### src/rtl/btn_debounce.sv
// Push-button conditioner: synchroniser, bounce filter, press/release/long strobes.
// Optional long-press detector is built only when BTN_LONG_PRESS_EN is defined.
module btn_debounce #(
    parameter int SYNC_STAGES     = 2,
    parameter int DEBOUNCE_CYCLES = 1_000_000,
    parameter int LONG_CYCLES     = 100_000_000,
    parameter int CNT_W           = 27
) (
    input  logic clk,
    input  logic reset,
    input  logic btn_raw,
    output logic btn_db,
    output logic press_pulse,
    output logic release_pulse,
    output logic long_press
);

    typedef enum logic [1:0] {
        IDLE,
        PRESS_CHK,
        HELD,
        REL_CHK
    } state_t;

    localparam longint CNT_SPAN = longint'(1) << CNT_W;
    localparam logic [CNT_W-1:0] DB_LAST = CNT_W'(DEBOUNCE_CYCLES - 1);

    generate
        if (SYNC_STAGES < 2) begin : g_bad_sync
            $error("btn_debounce: SYNC_STAGES must be >= 2");
        end
        if (DEBOUNCE_CYCLES < 1) begin : g_bad_db
            $error("btn_debounce: DEBOUNCE_CYCLES must be >= 1");
        end
        if (LONG_CYCLES < 1) begin : g_bad_long
            $error("btn_debounce: LONG_CYCLES must be >= 1");
        end
        if (longint'(DEBOUNCE_CYCLES) > CNT_SPAN) begin : g_bad_db_w
            $error("btn_debounce: CNT_W too narrow for DEBOUNCE_CYCLES");
        end
        if (longint'(LONG_CYCLES) > CNT_SPAN) begin : g_bad_long_w
            $error("btn_debounce: CNT_W too narrow for LONG_CYCLES");
        end
    endgenerate

    logic [SYNC_STAGES-1:0] sync;
    logic                   bs;
    state_t                 state;
    logic [CNT_W-1:0]       cnt;
    logic                   press_ok;
    logic                   release_ok;

    // Shift the raw button through the synchroniser; reset looks released.
    always_ff @(posedge clk) begin
        if (reset) begin
            sync <= '1;
        end else begin
            sync <= {sync[SYNC_STAGES-2:0], btn_raw};
        end
    end

    assign bs = sync[SYNC_STAGES-1];

    // A level is accepted once it has been seen for the full window.
    assign press_ok   = (state == PRESS_CHK) && !bs && (cnt == DB_LAST);
    assign release_ok = (state == REL_CHK) && bs && (cnt == DB_LAST);

    // Debounce FSM with registered level and edge strobes.
    always_ff @(posedge clk) begin
        if (reset) begin
            state         <= IDLE;
            cnt           <= '0;
            btn_db        <= 1'b1;
            press_pulse   <= 1'b0;
            release_pulse <= 1'b0;
        end else begin
            press_pulse   <= 1'b0;
            release_pulse <= 1'b0;
            case (state)
                IDLE: begin
                    if (!bs) begin
                        state <= PRESS_CHK;
                        cnt   <= '0;
                    end
                end
                PRESS_CHK: begin
                    if (bs) begin
                        state <= IDLE;
                    end else if (press_ok) begin
                        state       <= HELD;
                        btn_db      <= 1'b0;
                        press_pulse <= 1'b1;
                    end else begin
                        cnt <= cnt + CNT_W'(1);
                    end
                end
                HELD: begin
                    if (bs) begin
                        state <= REL_CHK;
                        cnt   <= '0;
                    end
                end
                REL_CHK: begin
                    if (!bs) begin
                        state <= HELD;
                    end else if (release_ok) begin
                        state         <= IDLE;
                        btn_db        <= 1'b1;
                        release_pulse <= 1'b1;
                    end else begin
                        cnt <= cnt + CNT_W'(1);
                    end
                end
                default: begin
                    state <= IDLE;
                    cnt   <= '0;
                end
            endcase
        end
    end

`ifdef BTN_LONG_PRESS_EN
    localparam logic [CNT_W-1:0] LONG_LAST = CNT_W'(LONG_CYCLES - 1);

    logic [CNT_W-1:0] hold_cnt;
    logic             long_done;

    // Time the accepted press; fire once when the hold reaches the limit.
    always_ff @(posedge clk) begin
        if (reset) begin
            hold_cnt   <= '0;
            long_done  <= 1'b0;
            long_press <= 1'b0;
        end else begin
            long_press <= 1'b0;
            if (press_ok || release_ok) begin
                hold_cnt  <= '0;
                long_done <= 1'b0;
            end else if (state == HELD || state == REL_CHK) begin
                if (hold_cnt != LONG_LAST) begin
                    hold_cnt <= hold_cnt + CNT_W'(1);
                end else if (!long_done) begin
                    long_press <= 1'b1;
                    long_done  <= 1'b1;
                end
            end
        end
    end
`else
    assign long_press = 1'b0;
`endif

endmodule
### config.mk
export PLATFORM = sky130hd
export DESIGN_NAME = btn_debounce
export DESIGN_NICKNAME = d
export VERILOG_FILES = /design/src/rtl/btn_debounce.sv
export SDC_FILE = /design/constraint.sdc
export NUM_CORES = 1
export LEC_CHECK = 0
export CORE_UTILIZATION = 63
export CTS_CLUSTER_DIAMETER = 100
export DETAILED_ROUTE_END_ITERATION = 6
export GPL_TIMING_DRIVEN = 0
export PLACE_DENSITY = 0.92
export SETUP_SLACK_MARGIN = 0.1
export SYNTH_ARGS = -nofsm -noshare
export SYNTH_HDL_FRONTEND = slang
export SYNTH_SLANG_ARGS = --single-unit
### constraint.sdc
create_clock -name clk -period 2.6 [get_ports clk]
set_input_delay 0.52 -clock clk [delete_from_list [all_inputs] [get_ports clk]]
set_output_delay 0.52 -clock clk [all_outputs]
set_load 0.02 [all_outputs]
; ---- After elaboration in Yosys (flattened, before gate mapping)
; Index checks and enable logic that the tools add are counted.
[word_totals]
inputBits = 3
reg_bits = 34
out_inout_bits = 4
word_cells = 57
[classes]
bitwise_logic = 3
addsub = 1
mux = 21
eq_ne = 14
n_reduce_logical = 12
[ops]
columns = op, count
row1 = 27-bit two-way mux, 6
row2 = 27-bit case mux with 4 select lines, 1
row3 = "27-bit by 1-bit adder with 27-bit output, second input constant", 1
row4 = "27-bit by 20-bit == test with 1-bit output, second input constant", 1
row5 = "2-bit inequality test, second input constant", 8
row6 = 2-bit two-way mux, 6
row7 = 2-bit case mux with 4 select lines, 1
row8 = 1-bit two-way mux, 6
row9 = "3-bit inequality test, second input constant", 2
row10 = 6-bit AND reduction, 1
row11 = 3-bit OR reduction, 2
row12 = 5-bit AND reduction, 1
row13 = "2-bit == test, second input constant", 2
row14 = 1-bit logical AND, 4
row15 = 4-bit AND reduction, 1
row16 = 1-bit inverter, 3
row17 = "2-bit by 1-bit == test with 1-bit output, second input constant", 1
row18 = 2-bit zero test, 1
row19 = 1-bit case mux with 2 select lines, 1
row20 = 2-bit nonzero test, 1
row21 = 1-bit zero test, 1

; ---- Logic depth before layout (Yosys ltp)
[logic_depth]
depth_word = 6
depth_mapped = 6
depth_no_buf = 6

; ---- Least setup slack after synthesis
; No wires, ideal clock.
[synth_path]
kind = reg-to-reg
start = reg cnt[0]
end = reg cnt[14]
t_arrival_ns = 1.664
setup_ns = 0.070
path_buffers = 0
path_slack_ns = 0.866
stages_incl_launch_ff = 7
period_less_slack_ns = 1.734
t_required_ns = 2.530
path_cell_list = dfxtp_1 ha_1 inv_1 nor4_2 o21ai_0 or3_1 a21oi_1
[synth_between]
elab_chain_cells = 4
elab_cells_between_ends = 12
cone_classes = 1 x add/sub / 3 x eq/ne / 5 x mux / 3 x reduce/logical
[synth_lines]
columns = element, line
row1 = "start, declared", 49  ; logic [CNT_W-1:0] cnt;
row2 = "start signal, assigned", 94  ; cnt <= cnt + CNT_W'(1);
row3 = "start signal, assigned", 111  ; cnt <= cnt + CNT_W'(1);
row4 = 27-bit by 1-bit adder with 27-bit output or 27-bit by 20-bit == test with 1-bit output (tied branches), -
row5 = "27-bit two-way mux, or another cell as far along", 106  ; end else if (release_ok) begin
row6 = "27-bit two-way mux, or another cell as far along", 104  ; if (!bs) begin
row7 = 27-bit case mux with 4 select lines or 6-bit AND reduction (tied branches), -
; Several ways; a longest one is shown, not always the timed one. The select of a mux whose other input is x is not followed.
; A chain may end at the register's enable or synchronous reset.

; ---- Worst setup path after layout
[layout_path]
start = reg cnt[9]
end = reg cnt[0]
[layout_between]
elab_chain_cells = 4
elab_cells_between_ends = 6
cone_classes = 3 x eq/ne / 3 x reduce/logical
[layout_lines]
columns = element, line
row1 = 27-bit by 20-bit == test with 1-bit output (*), "65, 66"
row2 = 1-bit logical AND (on tied branches), "66, 65"
row3 = 2-bit inequality test (no line), -
row4 = 6-bit AND reduction (no line) (*), -
; Every way passes the cells marked *; elsewhere a longest branch is shown, timed or not.

==> run_summary.xml <==
<?xml version="1.0" encoding="UTF-8"?>
<metrics>
  <group name="setup_path">
    <metric name="cp.buffers_inverters" unit="">1</metric>
    <metric name="worst_ep_arrival_time" unit="ns">2.50</metric>
    <metric name="worst-endpoint-required" unit="ns">2.81</metric>
    <metric name="timing.critical_path.to_type" unit="">register</metric>
    <metric name="crit_family" unit="">simple AND/OR/NAND/NOR gates</metric>
    <metric name="critical_path_peak_fanout" unit="">10</metric>
    <metric name="crit_chain" unit="">nor4b_1, nand4_1, o21ai_0, buf_2, or3b_2, a21oi_1</metric>
    <metric name="crit_type" unit="">reg2reg</metric>
    <metric name="cpMaxStageDelayCell" unit="">sky130_fd_sc_hd__o21ai_0</metric>
    <metric name="worst_setup_sp_type" unit="">register</metric>
    <metric name="worst_path_largest_cell_delay" unit="ns">0.56</metric>
  </group>
  <group name="global_routing">
    <metric name="groute.layer.met2.usage" unit="%">47.44</metric>
    <metric name="global_route.peak_usage_layer" unit="">met2</metric>
    <metric name="first_global_vias" unit="">1289</metric>
    <metric name="groute.usage.overall" unit="%">28.52</metric>
    <metric name="met1_usage" unit="%">33.70</metric>
    <metric name="grt_first_pass_wirelength" unit="mm">5.485</metric>
    <metric name="antenna_found_initial" unit="">0</metric>
    <metric name="grt_start_max_net_pins" unit="">11</metric>
    <metric name="grtUsageMet3" unit="%">7.602</metric>
    <metric name="grt_overflow_total" unit="">0</metric>
  </group>
  <group name="clocking">
    <metric name="post_cts.repair.setup_buffers" unit="">0</metric>
    <metric name="cts-root-to-sink-buffers" unit="">2</metric>
    <metric name="cts_hold_repair.buffers" unit="">0</metric>
    <metric name="tritoncts.num_buffers" unit="">5</metric>
    <metric name="cts.sink_count" unit="">34</metric>
    <metric name="clock_tree_from_tritoncts" unit="">built</metric>
    <metric name="clk_root_buffer_cell" unit="">sky130_fd_sc_hd__clkbuf_4</metric>
    <metric name="cts.clk_slew.worst_paths" unit="ns">0.11</metric>
    <metric name="cts.htree.levels" unit="">2</metric>
    <metric name="clock_insertion_delay_at_the_later_pin_of_the_skew_report" unit="ns">0.34</metric>
    <metric name="ctsResizeCount" unit="">0</metric>
  </group>
  <group name="timing">
    <metric name="setup_slack_of_the_critical_path_after_layout" unit="ns">0.3098</metric>
    <metric name="slew_violations" unit="">0</metric>
    <metric name="layout_worst_path_cycle_share" unit="%">88.09</metric>
    <metric name="finalHoldViolations" unit="">0</metric>
    <metric name="grt_setup_unrepaired" unit="">no</metric>
    <metric name="final_worst_hold_slack" unit="ns">0.4255</metric>
    <metric name="timing_worst_slew_pin_value" unit="ns">0.9006</metric>
    <metric name="fin_crit" unit="ns">2.290</metric>
    <metric name="timing.slew.headroom" unit="%">39.11</metric>
    <metric name="fin_tns_setup" unit="ns">0</metric>
    <metric name="worst_clock_skew" unit="ns">0.009757</metric>
    <metric name="fmax" unit="MHz">436.6</metric>
    <metric name="setup_violations" unit="">0</metric>
  </group>
  <group name="outcome">
    <metric name="outcome" unit="">finished clean</metric>
  </group>
  <group name="route">
    <metric name="drtIter0Drc" unit="">51</metric>
    <metric name="avgViaCountPerCell" unit="">6.144</metric>
    <metric name="detailedRoute.firstPassIterationCount" unit="">4</metric>
    <metric name="drc_errors" unit="">0</metric>
    <metric name="totalWireLength" unit="mm">3.322</metric>
    <metric name="routedWlPerCell" unit="um">14.96</metric>
    <metric name="drtAntennaViolNets" unit="">0</metric>
    <metric name="dr_vias" unit="">1364</metric>
  </group>
  <group name="placed_design">
    <metric name="place.port_buffers" unit="">5</metric>
    <metric name="final_weighted_congestion_in_routability_driven_placement" unit="">0.8382</metric>
    <metric name="place.detailed.hpwl" unit="mm">2.380</metric>
    <metric name="dp_slack" unit="ns">0.3870</metric>
  </group>
  <group name="floorplanning">
    <metric name="start_util" unit="%">68.83</metric>
    <metric name="floorplan.die_area" unit="um2">2690</metric>
    <metric name="rows" unit="">17</metric>
    <metric name="die_w" unit="um">51.87</metric>
    <metric name="die_height" unit="um">51.87</metric>
    <metric name="io_pins" unit="">7</metric>
    <metric name="core_area" unit="um2">2276</metric>
  </group>
  <group name="synth">
    <metric name="synth.cell_area" unit="um2">1567</metric>
    <metric name="synth-main-ff-cell" unit="">sky130_fd_sc_hd__dfxtp_1</metric>
    <metric name="synthArstFlopShare" unit="%">0</metric>
    <metric name="ys_ff_latch" unit="">34</metric>
    <metric name="synth.yosys.seq_area_share" unit="%">43.45</metric>
    <metric name="number_of_flops_mapped_to_enable_cells_by_yosys" unit="">0</metric>
    <metric name="yosys.cell_types.count" unit="">34</metric>
    <metric name="avgSynthCellArea" unit="um2">8.655</metric>
    <metric name="yosysWarnings" unit="">0</metric>
    <metric name="synthCells" unit="">181</metric>
    <metric name="syn_nets" unit="">185</metric>
  </group>
  <group name="power_and_ir_drop">
    <metric name="power.leakage" unit="nW">0.5826</metric>
    <metric name="ir_drop" unit="uV">395.0</metric>
    <metric name="p_per_area" unit="nW/um2">501.1</metric>
  </group>
  <group name="final_layout">
    <metric name="final.fill_count" unit="">164</metric>
    <metric name="syn2layout_area_growth" unit="%">9.265</metric>
    <metric name="fin_nets" unit="">197</metric>
    <metric name="layout-drive-gt1-share" unit="%">8.763</metric>
    <metric name="num_antenna_cells" unit="">0</metric>
  </group>
  <group name="job">
    <metric name="maxCapViolations" unit="">0</metric>
  </group>
  <group name="hold_path">
    <metric name="hold_class" unit="">reg2reg</metric>
  </group>
</metrics>
## worst paths after layout
check,startpoint,end,slack [ns],cells past startpoint
worst min-delay path,sync[0],sync[1],0.43,1
worst min register to register,sync[0],sync[1],0.43,1
worst max-delay path,cnt[9],cnt[0],0.31,6
worst max register to register,cnt[9],cnt[0],0.31,6
## state kept, by name, summed over array words and instances (netlist names), named ones only
register,cells
btn_db,1
cnt,27
press_pulse,1
release_pulse,1
state,1
sync,2
## stage by stage
stage	std cells	utilization (%)	area, um2	power [mW]
4_1_cts	222	75.21	1712	0.8638
5_1_grt	222	75.21	1712	0.8875
6_report	222	75.21	1712	0.8576
3_5_place_dp	214	72.57	1652	0.5630
3_3_place_gp	214	72.57	1652	0.5616
2_1_floorplan	181	-	1567	0.5544
## area by class of cell
type	instances	area (um2)	area share, %
repair buffers	5	50.05	2.924
clock buffers	7	55.05	3.216
flip-flops and latches	34	680.7	39.77
inverters	1	3.754	0.2193
well taps	28	35.03	2.047
clock inverters	1	5.005	0.2924
plain buffers	7	31.28	1.827
multi-input cells	139	850.8	49.71
## where the power goes
group / internal [mW] / total (mW) / switching (mW) / leakage [nW]
registers: 0.522 / 0.524 / 0.00198 / 0.274
clock network: 0.131 / 0.306 / 0.175 / 0.0353
logic: 0.00932 / 0.0271 / 0.0178 / 0.273
## cells in the final DEF, fill, tap and decap left out, drive strengths merged
| cell | netlist | routed |
|---|---|---|
| nor3 | 4 | 4 |
| o21bai | 1 | 1 |
| nand4 | 14 | 14 |
| or3b | 1 | 1 |
| o31ai | 1 | 1 |
| or3 | 4 | 4 |
| nor2 | 25 | 25 |
| conb | 1 | 1 |
| buf | 2 | 2 |
| ha | 1 | 1 |
| nand3 | 7 | 7 |
| nor4 | 3 | 3 |
| inv | 1 | 1 |
| clkbuf | 5 | 12 |
| mux2i | 1 | 1 |
| or4 | 3 | 3 |
| clkdlybuf4s50 | 0 | 5 |
| o211ai | 4 | 4 |
| xor2 | 19 | 19 |
| nand2 | 15 | 15 |
| xnor2 | 2 | 2 |
| and4 | 2 | 2 |
| and3 | 4 | 4 |
| o21ai | 6 | 6 |
| nor4bb | 1 | 1 |
| nor4b | 4 | 4 |
| a21oi | 8 | 8 |
| dfxtp | 34 | 34 |
| or2 | 5 | 5 |
| and2 | 3 | 3 |
| clkinv | 0 | 1 |
## cells by family after synthesis
logic type | count (synthesis) | share of synthesized area, %
AND/OR/NAND/NOR | 95 | 33.07
flip-flops | 34 | 43.45
XOR/XNOR | 21 | 12.22
AO/OA/AOI/OAI | 20 | 7.349
buffers and inverters | 8 | 2.236
adder cells (fa/ha/maj) | 1 | 0.7986
other | 1 | 0.2394
multiplexers | 1 | 0.6390
## cell usage after synthesis, types with 2 or more instances
master                     number  area (um2)
sky130_fd_sc_hd__nor4b_1        4       35.03
sky130_fd_sc_hd__nor4_2         2       25.02
sky130_fd_sc_hd__xnor2_1        2       17.52
sky130_fd_sc_hd__nand4_1       14       87.58
sky130_fd_sc_hd__nor3_1         4       20.02
sky130_fd_sc_hd__or2_2          4       25.02
sky130_fd_sc_hd__and3_1         4       25.02
sky130_fd_sc_hd__nand3_1        7       35.03
sky130_fd_sc_hd__or3_1          4       25.02
sky130_fd_sc_hd__nand2_1       15       56.30
sky130_fd_sc_hd__a21oi_1        8       40.04
sky130_fd_sc_hd__or4_1          3       22.52
sky130_fd_sc_hd__clkbuf_1       5       18.77
sky130_fd_sc_hd__o211ai_1       4       30.03
sky130_fd_sc_hd__and2_1         2       12.51
sky130_fd_sc_hd__o21ai_0        6       30.03
sky130_fd_sc_hd__dfxtp_1       34       680.7
sky130_fd_sc_hd__and4_1         2       17.52
sky130_fd_sc_hd__nor2_1        25       93.84
sky130_fd_sc_hd__xor2_1        18       157.7
## metal layers
metal | wire [um] | vias to the layer above
met4 | 56 | 0
met2 | 1644 | 38
li1 | - | 665
met5 | 0 | -
met3 | 213 | 5
met1 | 1408 | 656
No activity file was read; power rests on OpenSTA's default activity.
==> patch, RTL diff (config.mk and constraints unchanged) <==
Build with the macro `BTN_LONG_PRESS_EN` defined.
--- a/src/rtl/btn_debounce.sv
+++ b/src/rtl/btn_debounce.sv
@@ -1,4 +1,6 @@
 // Push-button conditioner: synchroniser, bounce filter, press/release/long strobes.
 // Optional long-press detector is built only when BTN_LONG_PRESS_EN is defined.
+`define BTN_LONG_PRESS_EN
+
 module btn_debounce #(
     parameter int SYNC_STAGES     = 2,
Check against the original RTL: same outputs for any inputs over 10 cycles, from zero or initial values and one cycle with reset high; that may be too few to reach the edited logic, so the function may still have changed.
==> patch against the original RTL <==
Sequential cell count is 29 higher; power is 130% higher; count of clock-buffer cells in the layout is 3 higher; setup slack worse by 42 ps; cell area is 99% higher; area after synthesis is 95% higher; sequential share of layout area is 2.7 points lower; first-iteration DRC count grew to 5.0 times the old value; combinational power is 120% higher; routed wire length is 110% higher; worst hold slack worse by 11 ps; global-route usage is 0.73 points higher; final cell count is 95% higher.
==> patch: results (changes against the original RTL) <==
Clk slew on worst S/H paths -> 70 ps (was 110 ps)
Via count of the first global-routing pass -> 2637 (was 1289)
Initial DRC Count -> 257 (was 51)
Slew margin rel. -> 0.4352 (was 0.3911)
Status -> complete, no violations (unchanged)
VDD IR max -> 0.0003513 V (was 0.0003950 V)
Synth top area cells -> dfxtp_1 (41%), nor2_1 (6.7%), xnor2_1 (5.4%) (was dfxtp_1 (43%), xor2_1 (10%), nor2_1 (6.0%))
CP Launch Type -> flip-flop (unchanged)
Postcts setup bufs -> 0 (unchanged)
Synth top cells by count -> dfxtp_1 (63), nor2_1 (55), nand2_1 (28) (was dfxtp_1 (34), nor2_1 (25), xor2_1 (18))
Largest net degree at the start of global routing -> 12 (was 11)
Vias -> 2798 (was 1364)
Number of buffers created by CTS -> 9 (was 5)
Largest regs -> cnt x27, hold_cnt x27, sync x2 (was cnt x27, sync x2)
HPWL after DPL -> 4514 um (was 2380 um)
# port buffers -> 6 (was 5)
Met2 usage -> 0.4864 (was 0.4744)
Detailed-router iteration count before antenna repair -> 6 (was 4)
Initial antenna violation count -> 0 (unchanged)
Routability cong. -> 0.8260 (was 0.8382)
Leak pwr -> 0.001175 uW (was 0.0005826 uW)
Met1 usage -> 0.3687 (was 0.3370)
Hold Path Class -> flip-flop to flip-flop (unchanged)
Post-synth ARST share -> 0 (unchanged)
CTS H-tree lvls -> 3 (was 2)
Sequential fraction of the synthesis area -> 0.4123 (was 0.4345)
Clk buf depth -> 2 (unchanged)
Nets -> 380 (was 197)
Worst Path Max Fanout -> 10 (unchanged)
Synth warn -> 0 (unchanged)
Post-CTS Resized -> 0 (unchanged)
Setup WS pre-CTS -> 303.1 ps (was 387.0 ps)
First-pass GRT wire length -> 11860 um (was 5485 um)
GRT Util Overall -> 0.2925 (was 0.2852)
Routed len/inst -> 16.05 um (was 14.96 um)
Root Driver -> clkbuf_8 (was clkbuf_4)
Clk_lat worst skew -> 340 ps (about the same)
Clock Skew -> 10.42 ps (was 9.757 ps)
Syn nets -> 363 (was 185)
Share of cells above drive strength 1 -> 0.1026 (was 0.08763)
Distinct cell type count after synthesis -> 54 (was 34)
N_diodes -> 0 (unchanged)
Routing usage on met3 -> 0.04079 (was 0.07602)
Cell Int Power -> 1551 uW (was 662.7 uW)
## patch: critical path, cell delays in order, from the launching register on
cell and delay (ps):
dfxtp_1 470, ha_1 290, nand2_1 200, or4_4 600
o31ai_4 400, or4_2 200, a21oi_1 60
## patch: cell families (layout without fill, tap and decap cells)
| group | after synthesis | in the layout | share of synthesized area |
|---|---|---|---|
| xor gates and xnor gates | 37 | 37 | 0.1084 |
| muxes | 3 | 3 | 0.009816 |
| buffers and inverters | 21 | 43 | 0.03108 |
| adders and majority gates | 2 | 2 | 0.008179 |
| DFF | 63 | 63 | 0.4123 |
| and+or+nand+nor | 188 | 188 | 0.3321 |
| AOI/OAI and AO/OA | 44 | 44 | 0.09816 |
## patch: power groups by stage
| stage | clock [uW] | combinational [uW] | sequential [uW] |
|---|---|---|---|
| after global placement | 0 | 57.4 | 994 |
| after CTS | 943 | 58.8 | 973 |
| final | 940 | 59.2 | 973 |
| after global routing | 990 | 64.4 | 973 |
| after floorplan | 0 | 34.6 | 997 |
| after detailed placement | 0 | 58.0 | 995 |
## patch: layer usage
layer | vias to the layer above | part of all wire
li1 | 1338 | -
met1 | 1335 | 0.45
met2 | 108 | 0.48
met3 | 17 | 0.055
met4 | 0 | 0.018
met5 | - | 0
## patch: worst paths after layout
path            from       to  slack (ps)  cells after the start
max           cnt[0]   cnt[5]         270                      6
max reg2reg   cnt[0]   cnt[5]         270                      6
min reg2reg  sync[0]  sync[1]         410                      1
min          sync[0]  sync[1]         410                      1
## patch: layout make-up
cell class                 instances  area [um2]
tap                               52       65.06
sequential                        63        1261
fill                             302        1099
inverter                           6       22.52
buffer                            15       72.57
timing repair buffer               6       60.06
multi-input combinational        274        1703
clock buffer                      10       137.6
clock inverter                     6       83.83
## patch: metrics by stage
| step | hold slack (ps) | utilization | area [um2] | std cells | total power (uW) |
|---|---|---|---|---|---|
| final | 414.2 | 0.7561 | 3406 | 432 | 1972 |
| after global placement | 393.4 | 0.7069 | 3184 | 416 | 1052 |
| after detailed placement | 400.2 | 0.7069 | 3184 | 416 | 1053 |
| after CTS | 417.9 | 0.7561 | 3406 | 432 | 1974 |
| after floorplan | 389.5 | - | 3059 | 358 | 1032 |
| after global routing | 439.1 | 0.7561 | 3406 | 432 | 2027 |
